**src/rtl/coin_accumulator_pkg.sv**
```systemverilog
// Shared types for the coin accumulator and the vending FSM that consumes its credit.
// Holds the money type, the accumulator state encoding and the accepted denominations.
package coin_accumulator_pkg;

    localparam int unsigned MoneyW = 9;

    typedef logic [MoneyW-1:0] money_t;

    typedef enum logic [1:0] {
        StIdle,
        StAccum,
        StHold,
        StRefund
    } acc_state_e;

    localparam money_t Coin5   = 9'd5;
    localparam money_t Coin10  = 9'd10;
    localparam money_t Coin20  = 9'd20;
    localparam money_t Coin50  = 9'd50;
    localparam money_t Coin100 = 9'd100;

    function automatic logic is_denom(input money_t value);
        logic ok;
        case (value)
            Coin5, Coin10, Coin20, Coin50, Coin100: ok = 1'b1;
            default:                                ok = 1'b0;
        endcase
        return ok;
    endfunction

endpackage

```
**src/rtl/coin_accumulator_if.sv**
```systemverilog
// Coin/credit/refund signal bundle between the coin front end and the accumulator.
// The slave modport is the accumulator; the master modport is its environment.
interface coin_accumulator_if;
    import coin_accumulator_pkg::*;

    logic   coin_valid_i;
    money_t coin_value_i;
    logic   insert_done_i;
    logic   cancel_i;
    logic   credit_ack_i;
    money_t credit_o;
    logic   credit_valid_o;
    logic   reject_o;
    money_t refund_o;
    logic   refund_valid_o;

    modport slave (
        input  coin_valid_i,
        input  coin_value_i,
        input  insert_done_i,
        input  cancel_i,
        input  credit_ack_i,
        output credit_o,
        output credit_valid_o,
        output reject_o,
        output refund_o,
        output refund_valid_o
    );

    modport master (
        output coin_valid_i,
        output coin_value_i,
        output insert_done_i,
        output cancel_i,
        output credit_ack_i,
        input  credit_o,
        input  credit_valid_o,
        input  reject_o,
        input  refund_o,
        input  refund_valid_o
    );

endinterface

```
**src/rtl/coin_accumulator_coin_validator.sv**
```systemverilog
// Combinational coin check: is the denomination legal, and does adding it stay within
// MAX_CREDIT. The sum is only meaningful when fits is set.
module coin_validator
    import coin_accumulator_pkg::*;
#(
    parameter money_t MAX_CREDIT = 9'd300
) (
    input  money_t value,
    input  money_t credit,
    output logic   denom_ok,
    output logic   fits,
    output money_t sum
);

    // One extra bit so the limit compare cannot be fooled by wrap-around.
    logic [MoneyW:0] wide_sum;

    always_comb begin
        denom_ok = is_denom(value);
        wide_sum = {1'b0, credit} + {1'b0, value};
        fits     = (wide_sum <= {1'b0, MAX_CREDIT});
        sum      = wide_sum[MoneyW-1:0];
    end

endmodule

```
**src/rtl/coin_accumulator.sv**
```systemverilog
// Coin accumulator: collects coins into a credit, presents it to the vending FSM or refunds it.
// Optional idle auto-present is enabled with the COIN_ACC_TIMEOUT_EN macro.
module coin_accumulator
    import coin_accumulator_pkg::*;
#(
    parameter money_t      MAX_CREDIT     = 9'd300,
    parameter logic [15:0] TIMEOUT_CYCLES = 16'd1000
) (
    input logic               clk,
    input logic               rst,
    coin_accumulator_if.slave bus
);

    acc_state_e state_q, state_d;
    money_t     credit_q, credit_d;
    logic       reject_q, reject_d;

    logic   denom_ok;
    logic   fits;
    money_t sum;
    logic   accepting;
    logic   coin_accept;
    logic   done;

    coin_validator #(
        .MAX_CREDIT (MAX_CREDIT)
    ) u_validator (
        .value    (bus.coin_value_i),
        .credit   (credit_q),
        .denom_ok (denom_ok),
        .fits     (fits),
        .sum      (sum)
    );

    // A cancel in the same ACCUM cycle wins over the coin, which is then returned.
    always_comb begin
        accepting   = (state_q == StIdle) || ((state_q == StAccum) && !bus.cancel_i);
        coin_accept = bus.coin_valid_i && accepting && denom_ok && fits;
        reject_d    = bus.coin_valid_i && !coin_accept;
    end

`ifdef COIN_ACC_TIMEOUT_EN
    logic [15:0] tmo_q, tmo_d;
    logic        timeout;

    always_comb begin
        tmo_d   = tmo_q;
        timeout = 1'b0;
        if (coin_accept) begin
            tmo_d = TIMEOUT_CYCLES - 16'd1;
        end else if (state_q == StAccum) begin
            if (tmo_q == 16'd0) begin
                timeout = 1'b1;
            end else begin
                tmo_d = tmo_q - 16'd1;
            end
        end
    end

    always_ff @(posedge clk or negedge rst) begin
        if (!rst) begin
            tmo_q <= '0;
        end else begin
            tmo_q <= tmo_d;
        end
    end

    assign done = bus.insert_done_i || timeout;
`else
    logic unused_timeout_cfg;
    assign unused_timeout_cfg = ^TIMEOUT_CYCLES;
    assign done               = bus.insert_done_i;
`endif

    always_comb begin
        state_d  = state_q;
        credit_d = credit_q;
        unique case (state_q)
            StIdle: begin
                if (coin_accept) begin
                    credit_d = sum;
                    state_d  = StAccum;
                end
            end
            StAccum: begin
                if (bus.cancel_i) begin
                    state_d = StRefund;
                end else begin
                    if (coin_accept) begin
                        credit_d = sum;
                    end
                    if (done) begin
                        state_d = StHold;
                    end
                end
            end
            StHold: begin
                if (bus.credit_ack_i) begin
                    credit_d = '0;
                    state_d  = StIdle;
                end
            end
            StRefund: begin
                credit_d = '0;
                state_d  = StIdle;
            end
            default: begin
                credit_d = '0;
                state_d  = StIdle;
            end
        endcase
    end

    always_ff @(posedge clk or negedge rst) begin
        if (!rst) begin
            state_q  <= StIdle;
            credit_q <= '0;
            reject_q <= 1'b0;
        end else begin
            state_q  <= state_d;
            credit_q <= credit_d;
            reject_q <= reject_d;
        end
    end

    // All outputs decode from reset-cleared registers, so reset zeroes them without a clock.
    always_comb begin
        bus.credit_o       = credit_q;
        bus.credit_valid_o = (state_q == StHold);
        bus.reject_o       = reject_q;
        bus.refund_valid_o = (state_q == StRefund);
        bus.refund_o       = (state_q == StRefund) ? credit_q : '0;
    end

endmodule

```
**src/flat_wrapper.sv**
```systemverilog
// flat-port wrapper written by rule: the top's interface ports become plain ports
module coin_accumulator_flat import coin_accumulator_pkg::*;
#(
    parameter money_t      MAX_CREDIT     = 9'd300,
    parameter logic [15:0] TIMEOUT_CYCLES = 16'd1000
)
  (clk, rst, bus_coin_valid_i, bus_coin_value_i, bus_insert_done_i, bus_cancel_i, bus_credit_ack_i, bus_credit_o, bus_credit_valid_o, bus_reject_o, bus_refund_o, bus_refund_valid_o);
  coin_accumulator_if bus_i ();
  input logic clk;
  input logic rst;
  input wire logic [$bits(bus_i.coin_valid_i)-1:0] bus_coin_valid_i;
  input wire logic [$bits(bus_i.coin_value_i)-1:0] bus_coin_value_i;
  input wire logic [$bits(bus_i.insert_done_i)-1:0] bus_insert_done_i;
  input wire logic [$bits(bus_i.cancel_i)-1:0] bus_cancel_i;
  input wire logic [$bits(bus_i.credit_ack_i)-1:0] bus_credit_ack_i;
  output wire logic [$bits(bus_i.credit_o)-1:0] bus_credit_o;
  output wire logic [$bits(bus_i.credit_valid_o)-1:0] bus_credit_valid_o;
  output wire logic [$bits(bus_i.reject_o)-1:0] bus_reject_o;
  output wire logic [$bits(bus_i.refund_o)-1:0] bus_refund_o;
  output wire logic [$bits(bus_i.refund_valid_o)-1:0] bus_refund_valid_o;
  assign bus_i.coin_valid_i = bus_coin_valid_i;
  assign bus_i.coin_value_i = bus_coin_value_i;
  assign bus_i.insert_done_i = bus_insert_done_i;
  assign bus_i.cancel_i = bus_cancel_i;
  assign bus_i.credit_ack_i = bus_credit_ack_i;
  assign bus_credit_o = bus_i.credit_o;
  assign bus_credit_valid_o = bus_i.credit_valid_o;
  assign bus_reject_o = bus_i.reject_o;
  assign bus_refund_o = bus_i.refund_o;
  assign bus_refund_valid_o = bus_i.refund_valid_o;
  coin_accumulator #(.MAX_CREDIT(MAX_CREDIT), .TIMEOUT_CYCLES(TIMEOUT_CYCLES)) u_core (.clk(clk), .rst(rst), .bus(bus_i));
endmodule
```
**config.mk**
```make
export PLATFORM = sky130hd
export DESIGN_NAME = coin_accumulator_flat
export DESIGN_NICKNAME = d
export VERILOG_FILES = /design/src/rtl/coin_accumulator_pkg.sv /design/src/rtl/coin_accumulator_if.sv /design/src/rtl/coin_accumulator_coin_validator.sv /design/src/rtl/coin_accumulator.sv /design/src/flat_wrapper.sv
export SDC_FILE = /design/constraint.sdc
export NUM_CORES = 1
export LEC_CHECK = 0
export BUFFER_PORTS_ARGS = -buffer_cell sky130_fd_sc_hd__clkbuf_2
export CAP_MARGIN = 25
export CELL_PAD_IN_SITES_DETAIL_PLACEMENT = 2
export CELL_PAD_IN_SITES_GLOBAL_PLACEMENT = 2
export CORE_ASPECT_RATIO = 0.5
export CORE_MARGIN = 5
export CORE_UTILIZATION = 28
export CTS_CLUSTER_SIZE = 28
export DETAILED_ROUTE_END_ITERATION = 10
export PLACE_DENSITY_LB_ADDON = 0.05
export SLEW_MARGIN = 20
export SYNTH_ARGS = -nofsm -noshare
export SYNTH_HDL_FRONTEND = slang
export SYNTH_SLANG_ARGS = --single-unit
```
**constraint.sdc**
```tcl
create_clock -name clk -period 2.7 [get_ports clk]
set_clock_uncertainty 0.15 [all_clocks]
set_input_delay 0.27 -clock clk [delete_from_list [all_inputs] [get_ports clk]]
set_output_delay 0.27 -clock clk [all_outputs]
set_load 0.02 [all_outputs]
```
==> run metrics <==
status finished with violations; failing checks setup timing; Port-buffer cells 35; Mapped Area 1300 um2; final setup margin -103 ps; Leakage Power 0.998 nW; GP Congestion 0.783; most instantiated library cell after synthesis dfrtp_1; CP peak stage delay 430 ps; Final Hold Viols 0; I/O pin count 36; critical path type register to register; Clock Sinks 12; Setup Viol. Count Final 8; sequential cell area fraction in the yosys report 23.0%; Synth Area per Inst 8.87 um2; Syn. warnings 0; Initial DRC Count 42; grt total ovfl 0; Max Cap Violations 0; Post-Syn Instances 147; total core area 4450 um2; Synth Flop Type dfrtp_1; total die area 6200 um2; Total Wirelength 5390 um; WL/cell 19.5 um; GR Util All Layers 18.0%; pre-CTS WS -123 ps; number of inserted diodes 0; syn nets 172; pins over their slew limit 0; Clock Tree Root clkbuf_8; period utilisation layout 104%; Final Instance Area 1940 um2; RSZ-0062 raised after global routing true; EDFF count, synth 0; Critical Path End Type register; Least-Margin Pin Slew 412 ps; DP Area 1800 um2; Worst Hold Class primary input to register; Setup crit start kind register; Initial Util 29.3%; worst relative slew slack 72.5%; area delta synth->final 48.8%; # nets final 245; area share of the largest cell type after synthesis 23.0%; Vias/cell 5.19; Antenna Nets Post-Route 0; vias in the first global route 1628; H-tree depth 1; total CTS buffers 3; Critical Path, Cell by Cell ha_1 > a21o_1 > or3_1 > o2bb2ai_4 > xor2_4 > a21oi_2 > nand2b_4 > a221o_1; ys async rst share 100%; DP HPWL 4230 um; minimum clock period 2800 ps; Req. time, crit path 2670 ps; first-pass iteration count of the detailed router 4; Critical Path Fanout Max 6; most frequent cells after synthesis dfrtp_1, and3_1, o21ai_0; maximum clock frequency 357 MHz; Non-Filler Instances 276; Fillers 522; slowest CP cell dfrtp_1; top post-synthesis cells by area dfrtp_1, ha_1, and3_1; first-pass GRT wire length 8750 um; initial antenna violation count 0; clk_lat worst skew 240 ps; die height 58.3 um; row count 17; DRC violation count after routing 0; CP arrival 2780 ps; clock tree buffer depth 2; Unique masters post-synth 53; Util after Layout 43.7%; DP Cell Count 267; PwrDens 982 nW/um2; clock transition at the registers of the reported paths 50 ps; share of cells above drive strength 1 43.8%; area leader, netlist dfrtp_1; CTS tree done; maximum vdd drop 0.314 mV; largest net degree at the start of global routing 15; via count 1432; FF+latch count, synth 12; Die W 107 um
==> metal layers <==
layer / vias up / wire length [um] / global-route usage [%]
met1: 707 / 2870 / 25.9
li1: 704 / - / -
met4: 0 / 19 / 1.82
met3: 4 / 89 / 2.22
met5: - / 0 / 0
met2: 17 / 2410 / 30.2
==> worst max-delay path: cells and delay by family, from the launching register on <==
| family | cells | cell delay [ps] |
|---|---|---|
| xor gates and xnor gates | 1 | 280 |
| adders and majority gates | 1 | 370 |
| and+or+nand+nor | 2 | 560 |
| AOI/OAI and AO/OA | 4 | 890 |
| DFF | 1 | 430 |
==> layout by cell type (no fill, tap or decap), drive strengths merged, types with 2 or more instances in the layout <==
cell type and count:
a211o 4, a211oi 2, a21o 4, a21oi 9, and2 6, and2b 3
and3 11, buf 34, clkbuf 39, dfrtp 12, ha 9, inv 7
nand2 8, nand2b 7, nand3 2, nand3b 3, nor2 5, nor2b 8
nor3 3, nor3b 4, o21ai 10, or4 2, xor2 2
==> path summary, 6_finish.rpt <==
check / start / to / slack (ps) / depth (start not counted)
min reg2reg: u_core.bus.credit_o[8]$_DFFE_PN0P_ / u_core.bus.credit_o[8]$_DFFE_PN0P_ / 480 / 2
min in group asynchronous: rst / u_core.bus.credit_o[1]$_DFFE_PN0P_ / 330 / 2
max reg2reg: u_core.bus.credit_o[4]$_DFFE_PN0P_ / u_core.bus.credit_o[3]$_DFFE_PN0P_ / -100 / 8
max: u_core.bus.credit_o[4]$_DFFE_PN0P_ / u_core.bus.credit_o[3]$_DFFE_PN0P_ / -100 / 8
min: bus_insert_done_i / u_core.state_q[1]$_DFFE_PN0P_ / 130 / 3
max in group asynchronous: rst / u_core.bus.credit_o[0]$_DFFE_PN0P_ / 1790 / 2
==> timing repair <==
item	in CTS	in global routing
hold buffers	1	0
pin swaps	3	3
endpoints found under the hold margin	12	0
endpoints found under the setup margin	10	11
setup buffers	2	1
gates cloned	1	0
gates resized for setup	2	5
==> sequential cells by signal, summed over array words and instances, names as in the netlist <==
signal               flops
u_core.bus.credit_o      9
u_core.state_q           2
u_core.bus.reject_o      1
==> where the power goes <==
group	leakage, nW	internal [mW]	switching (mW)
clock network	0.0288	0.129	0.0673
registers	0.155	0.236	0.0635
logic	0.813	0.649	0.762
==> cell type report <==
class                           instances  area (um2)  share of cell area, %
Tap cell                               57        71.3                   3.68
Multi-Input combinational cell        126        1040                   53.7
Inverter                                7        26.3                   1.35
Clock buffer                            4        55.1                   2.84
Sequential cell                        12         302                   15.5
Timing Repair Buffer                   70         444                   22.9
==> per-stage QoR <==
stage	TNS [ps]	hold WS [ps]	total power, mW
after detailed placement	-595	40.6	1.57
after floorplan	-22.7	-176	1.04
after global routing	-1500	163	2.02
after CTS	-603	135	1.85
final	-426	132	1.91
after global placement	-105	38.8	1.53
==> cell families after synthesis <==
family / Yosys count / share of synthesized area (%)
AOI/OAI and AO/OA: 46 / 29.9
adders and majority gates: 10 / 10.2
buffers and inverters: 10 / 2.88
DFF: 12 / 23.0
and+or+nand+nor: 67 / 31.2
xor gates and xnor gates: 2 / 2.78
(Power assumes the default switching activity.)
